### config.mk
export PLATFORM = sky130hd
export DESIGN_NAME = wbuart_mux_fifo
export DESIGN_NICKNAME = d
export VERILOG_FILES = /design/src/rtl/wbuart_mux_fifo.sv
export SDC_FILE = /design/constraint.sdc
export NUM_CORES = 1
export LEC_CHECK = 0
export CAP_MARGIN = 25
export CORE_MARGIN = 2
export CORE_UTILIZATION = 50
export DETAILED_ROUTE_END_ITERATION = 12
export PLACE_DENSITY = 0.73
export RECOVER_POWER = 100
export SKIP_LAST_GASP = 1
export SYNTH_ARGS = -nofsm -noshare
export SYNTH_HDL_FRONTEND = slang
export SYNTH_SLANG_ARGS = --single-unit
### constraint.sdc
create_clock -name i_clk -period 11.7 [get_ports i_clk]
set_input_delay 1.755 -clock i_clk [delete_from_list [all_inputs] [get_ports i_clk]]
set_output_delay 1.755 -clock i_clk [all_outputs]
set_load 0.1 [all_outputs]
### src/rtl/wbuart_mux_fifo.sv
// wbuart_mux_fifo: arbitrates the UART byte cores between the ihex boot loader
// (byte-stream port) and a Wishbone console slave, with RX/TX FIFOs and
// status/control registers.
// Optional feature macro: WBUART_MUX_ESCAPE_EN. When defined, ESC_COUNT
// consecutive ESC_BYTE receptions in slave mode return the UART to the loader.
module wbuart_mux_fifo #(
    parameter int         FIFO_LGDEPTH = 4,
    parameter logic [7:0] ESC_BYTE     = 8'h1B,
    parameter int         ESC_COUNT    = 3,
    parameter int         WB_AW        = 30
) (
    input  logic             i_clk,
    input  logic             i_reset,
    input  logic             i_rx_stb,
    input  logic [7:0]       i_rx_data,
    output logic             o_tx_stb,
    output logic [7:0]       o_tx_data,
    input  logic             i_tx_busy,
    output logic             o_ld_rx_stb,
    output logic [7:0]       o_ld_rx_data,
    input  logic             i_ld_tx_stb,
    input  logic [7:0]       i_ld_tx_data,
    output logic             o_ld_tx_busy,
    output logic             o_ld_reset,
    output logic             o_slave_mode,
    input  logic             i_wb_cyc,
    input  logic             i_wb_stb,
    input  logic             i_wb_we,
    input  logic [3:0]       i_wb_sel,
    input  logic [WB_AW-1:0] i_wb_addr,
    input  logic [31:0]      i_wb_data,
    output logic             o_wb_stall,
    output logic             o_wb_ack,
    output logic             o_wb_err,
    output logic [31:0]      o_wb_data
);
    localparam int CW    = FIFO_LGDEPTH + 1;
    localparam int DEPTH = 1 << FIFO_LGDEPTH;
    localparam logic [CW-1:0] FULL_CNT = CW'(DEPTH);

    logic          slave_mode_q, slave_mode_d;
    logic          rx_ovf_q, rx_ovf_d;
    logic          tx_drop_q, tx_drop_d;
    logic          holdoff_q, holdoff_d;
    logic          wb_ack_q, wb_ack_d;
    logic          wb_err_q, wb_err_d;
    logic [31:0]   wb_data_q, wb_data_d;
    logic [CW-1:0] rx_wr_q, rx_wr_d, rx_rd_q, rx_rd_d;
    logic [CW-1:0] tx_wr_q, tx_wr_d, tx_rd_q, tx_rd_d;
    logic [7:0]    rx_mem_q [DEPTH];
    logic [7:0]    tx_mem_q [DEPTH];

    logic [CW-1:0] rx_cnt, tx_cnt;
    logic          rx_empty, rx_full, tx_empty, tx_full;
    logic [7:0]    rx_head, tx_head;
    logic          wb_req;
    logic [1:0]    wb_a;
    logic          rx_push, rx_pop, tx_push, tx_pop, flush;
    logic [31:0]   status;
    logic          esc_fire;
    logic          sig_unused;

    assign rx_cnt   = rx_wr_q - rx_rd_q;
    assign tx_cnt   = tx_wr_q - tx_rd_q;
    assign rx_empty = (rx_cnt == '0);
    assign tx_empty = (tx_cnt == '0);
    assign rx_full  = (rx_cnt == FULL_CNT);
    assign tx_full  = (tx_cnt == FULL_CNT);
    assign rx_head  = rx_mem_q[rx_rd_q[FIFO_LGDEPTH-1:0]];
    assign tx_head  = tx_mem_q[tx_rd_q[FIFO_LGDEPTH-1:0]];
    assign wb_req   = i_wb_cyc & i_wb_stb;
    assign wb_a     = i_wb_addr[1:0];

    // One byte per strobe; holdoff leaves uart_tx a cycle to raise busy.
    assign tx_pop    = slave_mode_q & ~tx_empty & ~i_tx_busy & ~holdoff_q;
    assign holdoff_d = tx_pop;

    assign o_slave_mode = slave_mode_q;
    assign o_ld_reset   = i_reset | slave_mode_q;
    assign o_ld_rx_stb  = ~slave_mode_q & i_rx_stb;
    assign o_ld_rx_data = i_rx_data;
    assign o_ld_tx_busy = slave_mode_q | i_tx_busy;
    assign o_tx_stb     = ~i_reset & (slave_mode_q ? tx_pop : i_ld_tx_stb);
    assign o_tx_data    = slave_mode_q ? tx_head : i_ld_tx_data;
    assign o_wb_stall   = 1'b0;
    assign o_wb_ack     = wb_ack_q;
    assign o_wb_err     = wb_err_q;
    assign o_wb_data    = wb_data_q;

`ifdef WBUART_MUX_ESCAPE_EN
    logic [3:0] esc_cnt_q, esc_cnt_d;

    // The escape fires the cycle after the count is reached, so the last ESC is already queued.
    assign esc_fire = (esc_cnt_q == 4'(ESC_COUNT));

    // Count consecutive escape bytes received while the Wishbone side owns the UART.
    always_comb begin
        esc_cnt_d = esc_cnt_q;
        if (esc_fire)
            esc_cnt_d = 4'd0;
        else if (slave_mode_q && i_rx_stb)
            esc_cnt_d = (i_rx_data == ESC_BYTE) ? esc_cnt_q + 4'd1 : 4'd0;
    end

    // Escape counter register.
    always_ff @(posedge i_clk) begin
        if (i_reset) esc_cnt_q <= 4'd0;
        else         esc_cnt_q <= esc_cnt_d;
    end

    assign sig_unused = ^{i_wb_addr[WB_AW-1:2], i_wb_sel[3:1], i_wb_data[31:8]};
`else
    assign esc_fire   = 1'b0;
    assign sig_unused = ^{i_wb_addr[WB_AW-1:2], i_wb_sel[3:1], i_wb_data[31:8],
                          ESC_BYTE, 4'(ESC_COUNT)};
`endif

    // Register decode, FIFO push/pop/flush and next-state for all control state.
    always_comb begin
        slave_mode_d = slave_mode_q;
        rx_ovf_d     = rx_ovf_q;
        tx_drop_d    = tx_drop_q;
        wb_ack_d     = wb_req & (wb_a != 2'd3);
        wb_err_d     = wb_req & (wb_a == 2'd3);
        wb_data_d    = 32'd0;
        rx_pop       = 1'b0;
        tx_push      = 1'b0;
        flush        = 1'b0;

        status        = 32'd0;
        status[31]    = slave_mode_q;
        status[30]    = rx_ovf_q;
        status[29]    = tx_drop_q;
        status[28]    = rx_empty;
        status[27]    = tx_full;
        status[23:16] = 8'(rx_cnt);
        status[15:8]  = 8'(tx_cnt);

        if (wb_req && !i_wb_we) begin
            case (wb_a)
                2'd0: begin
                    wb_data_d = {23'd0, rx_empty, rx_empty ? 8'h00 : rx_head};
                    rx_pop    = ~rx_empty;
                end
                2'd1:    wb_data_d = status;
                2'd2:    wb_data_d = {31'd0, slave_mode_q};
                default: wb_data_d = 32'd0;
            endcase
        end

        if (wb_req && i_wb_we && i_wb_sel[0]) begin
            if (wb_a == 2'd0) begin
                // A console write claims the UART even from loader mode.
                slave_mode_d = 1'b1;
                tx_push      = ~tx_full | tx_pop;
                if (tx_full && !tx_pop) tx_drop_d = 1'b1;
            end else if (wb_a == 2'd2) begin
                slave_mode_d = i_wb_data[0];
                if (slave_mode_q && !i_wb_data[0]) flush = 1'b1;
                if (i_wb_data[2]) flush = 1'b1;
                if (i_wb_data[1]) begin
                    rx_ovf_d  = 1'b0;
                    tx_drop_d = 1'b0;
                end
            end
        end

        // A pop in the same cycle makes room, so a full FIFO still accepts the byte.
        rx_push = slave_mode_q & i_rx_stb & (~rx_full | rx_pop);
        if (slave_mode_q && i_rx_stb && rx_full && !rx_pop) rx_ovf_d = 1'b1;

        if (esc_fire) begin
            slave_mode_d = 1'b0;
            flush        = 1'b1;
        end

        if (flush) begin
            rx_wr_d = '0;
            rx_rd_d = '0;
            tx_wr_d = '0;
            tx_rd_d = '0;
        end else begin
            rx_wr_d = rx_wr_q + CW'(rx_push);
            rx_rd_d = rx_rd_q + CW'(rx_pop);
            tx_wr_d = tx_wr_q + CW'(tx_push);
            tx_rd_d = tx_rd_q + CW'(tx_pop);
        end
    end

    // FIFO storage; contents are don't-care until written, so no reset.
    always_ff @(posedge i_clk) begin
        if (rx_push) rx_mem_q[rx_wr_q[FIFO_LGDEPTH-1:0]] <= i_rx_data;
        if (tx_push) tx_mem_q[tx_wr_q[FIFO_LGDEPTH-1:0]] <= i_wb_data[7:0];
    end

    // Control and bus-response registers.
    always_ff @(posedge i_clk) begin
        if (i_reset) begin
            slave_mode_q <= 1'b0;
            rx_ovf_q     <= 1'b0;
            tx_drop_q    <= 1'b0;
            holdoff_q    <= 1'b0;
            wb_ack_q     <= 1'b0;
            wb_err_q     <= 1'b0;
            wb_data_q    <= 32'd0;
            rx_wr_q      <= '0;
            rx_rd_q      <= '0;
            tx_wr_q      <= '0;
            tx_rd_q      <= '0;
        end else begin
            slave_mode_q <= slave_mode_d;
            rx_ovf_q     <= rx_ovf_d;
            tx_drop_q    <= tx_drop_d;
            holdoff_q    <= holdoff_d;
            wb_ack_q     <= wb_ack_d;
            wb_err_q     <= wb_err_d;
            wb_data_q    <= wb_data_d;
            rx_wr_q      <= rx_wr_d;
            rx_rd_q      <= rx_rd_d;
            tx_wr_q      <= tx_wr_d;
            tx_rd_q      <= tx_rd_d;
        end
    end
endmodule

==> flow_summary.ini <==
[critical_path]
critPathMaxFanout = 18
slowest_delay_ns = 1.23
crit_family = buffers and inverters
cp-start-kind = flip-flop
rr_worst_depth = 9
crit_chain = clkinv_1 > ha_1 > o21ai_0 > and3_1 > o2bb2a_1 > o32ai_1 > dlygate4sd3_1
crit_required_ns = 9.95
path_buf_inv = 2
cp_num_cells = 7
path_class = reg2out
cp.arrival_ns = 5.03
crit_slowest_cell = dlygate4sd3_1
endpoint_kind = primary output

[timing]
tns_ns = 0
fin_skew_ns = 0.0277
rsz0062_at_grt = no
slew_violations = 94
worst_slew_pin_slew_ns = 3.04
min_period_over_period_pct = 58.0
setup_viol = 0
fmax_mhz = 147
max-slew-margin-rel_pct = -102
hold_viol_final = 0
layout_min_cycle_time_ns = 6.79

[logic_synthesis]
synthXorXnorAreaFrac_pct = 1.41
async_flop_share_pct = 0
syn-cell-area_sq_um = 12400
synth-edff-count = 256
synth_compound_area_share_pct = 4.01
avgSynthCellArea_sq_um = 16.8
synth.distinct_cells = 49
synthAdderAreaFrac_pct = 1.94
synth_area_leaders = edfxtp_1 (62%), mux4_2 (12%), dfxtp_1 (7.9%)
ys_seq_area_share_pct = 70.0
synth_top_cell_by_area = edfxtp_1
ys_ff_latch = 305
synth_top_family_by_area = multiplexers
synth_top_area_share_pct = 62.1
synthSimpleGateAreaFrac_pct = 6.79
synth_ff_type = edfxtp_1
syn_inst = 736
synthMuxAreaShare_pct = 12.8
yosysWarnings = 0

[clock_network]
root_buffer = clkbuf_16
ctsHtreeMaxLevel = 1
hold_buffers = 0
worstSkewPairLatency_ns = 0.56
clock-sinks = 305
numCtsBuffers = 31
clk_pin_slew_ns = 0.06
clk_path_buf_depth = 3
cts_tree = yes
post_cts_buffers = 0
post_cts_resized = 0

[finish]
fillers = 1798
layout-drive-gt1-share_pct = 14.9
nNetsFinal = 946
final-seq-area_sq_um = 8670
layout_common_cells = edfxtp_1 (256), mux4_2 (67), nand2_1 (66)
mostFrequentLayoutCell = edfxtp_1
n_antenna_cell = 0
multi_input_area_sq_um = 3360
area.growth.synth_to_final_pct = 16.9

[grt]
antenna_found_initial = 0
grt_overflow = 0
grt_pass1_vias = 7014
grt_max_degree = 41
track_usage_pct = 19.8
grt_pass1_wl_mm = 39.5

[drt]
vias = 6762
drc = 0
drtAntennaViolNets = 0
wl_per_cell_um = 21.5
wl_mm = 25.6
first_pass_iters = 4
drt_iter0_drc = 541
vias_per_cell = 5.70

[placed_design]
numPortBuffers = 80
gp_congestion = 0.814
dp_hpwl_mm = 16.4

[floorplan]
dieHeight_um = 161
std_cell_rows = 57
dieArea_sq_um = 26100
io_pins = 146
die_x_um = 161
start_util_pct = 50.9
coreArea_sq_um = 24300

[run_status]
violations = max-capacitance violations, max-slew violations
status = finished, violations left

[pwr]
leakage_uw = 0.00474
ir_worst_vdd_mv = 0.123
total_power_uw = 2210
power.density_nw_per_um2 = 153

[min_path]
whs_path_depth = 2
hold_class = reg2reg

[run]
maxCapViolations = 12
## layout make-up
type	instances	area share (%)
tap	324	2.80
timing repair buffer	116	6.75
clock buffer	39	5.77
clock inverter	19	1.07
sequential	305	59.8
inverter	23	0.596
multi-input combinational	361	23.2
## registers in the layout, indices dropped and copies added (netlist names), 5 cells and up
| register | count |
|---|---|
| o_wb_data | 23 |
| tx_mem_q | 128 |
| rx_rd_q | 5 |
| tx_wr_q | 5 |
| rx_mem_q | 128 |
| tx_rd_q | 5 |
| rx_wr_q | 5 |
## worst reg2reg max path, delay by kind of cell (launching register included)
kind	cells	cell delay, ns
buf+inv	2	2.20
simple gates	2	1.65
fa+ha+maj	2	0.88
mux	1	0.50
compound gates	1	0.33
flops	1	0.31
xor+xnor	1	0.24
## report_power, final
| part | internal [uW] | leakage (uW) | switching [uW] |
|---|---|---|---|
| combinational | 18.5 | 0.00157 | 71.1 |
| sequential | 1180 | 0.00270 | 0.386 |
| clock | 549 | 0.000478 | 394 |
| total | 1740 | 0.00474 | 466 |
## kinds of logic (layout without fill, tap and decap cells)
family                   count (synthesis)  in the layout
flip-flops                             305            305
AND/OR/NAND/NOR                        176            176
buffers and inverters                   79            197
multiplexers                            74             74
AO/OA/AOI/OAI                           63             63
XOR/XNOR                                20             20
adder cells (fa/ha/maj)                 18             18
other                                    1             10
## layer usage
| layer | up-vias | global-route usage, % | routed length [um] |
|---|---|---|---|
| li1 | 3049 | - | - |
| met1 | 3422 | 26.3 | 10500 |
| met2 | 252 | 33.9 | 12900 |
| met3 | 39 | 3.83 | 1700 |
| met4 | 0 | 5.36 | 466 |
| met5 | - | 0 | 0 |
## per-stage QoR
stage	worst slack [ns]	hold WS (ns)	instance area, sq um	util (%)	cells
3_3_place_gp	5.40	0.457	13700	56.2	1117
3_5_place_dp	5.32	0.473	13700	56.4	1125
5_1_grt	4.54	0.497	14500	59.6	1187
2_1_floorplan	5.48	0.432	12400	-	745
6_report	4.91	0.475	14500	59.6	1187
4_1_cts	4.94	0.481	14700	60.5	1183
## worst paths after layout
| kind | slack [ns] | end | start |
|---|---|---|---|
| worst max-delay path | 4.91 | o_tx_stb | tx_rd_q[3] |
| worst min-delay path | 0.48 | rx_ovf_q | rx_ovf_q |
| worst max register to register | 5.17 | rx_mem_q[13][5] | rx_rd_q[0] |
| worst min register to register | 0.48 | rx_ovf_q | rx_ovf_q |
## Yosys cell counts, drive strengths merged (2+ instances only)
cell and count:
dfxtp 49, nand2b 6, o21ai 11, a311oi 3
a22oi 9, o211ai 2, nand3 14, nor4 7
nor2b 14, o311ai 3, o21a 3, inv 22
buf 30, mux2i 5, and2 9, xor2 11
ha 16, clkbuf 26, xnor2 9, nor2 30
a2111oi 18, nand2 66, edfxtp 256, mux2 2
a21oi 6, and3 7, a211oi 2, nor3 14
fa 2, mux4 67, or2 5
Power figures use the tool's default switching activity.
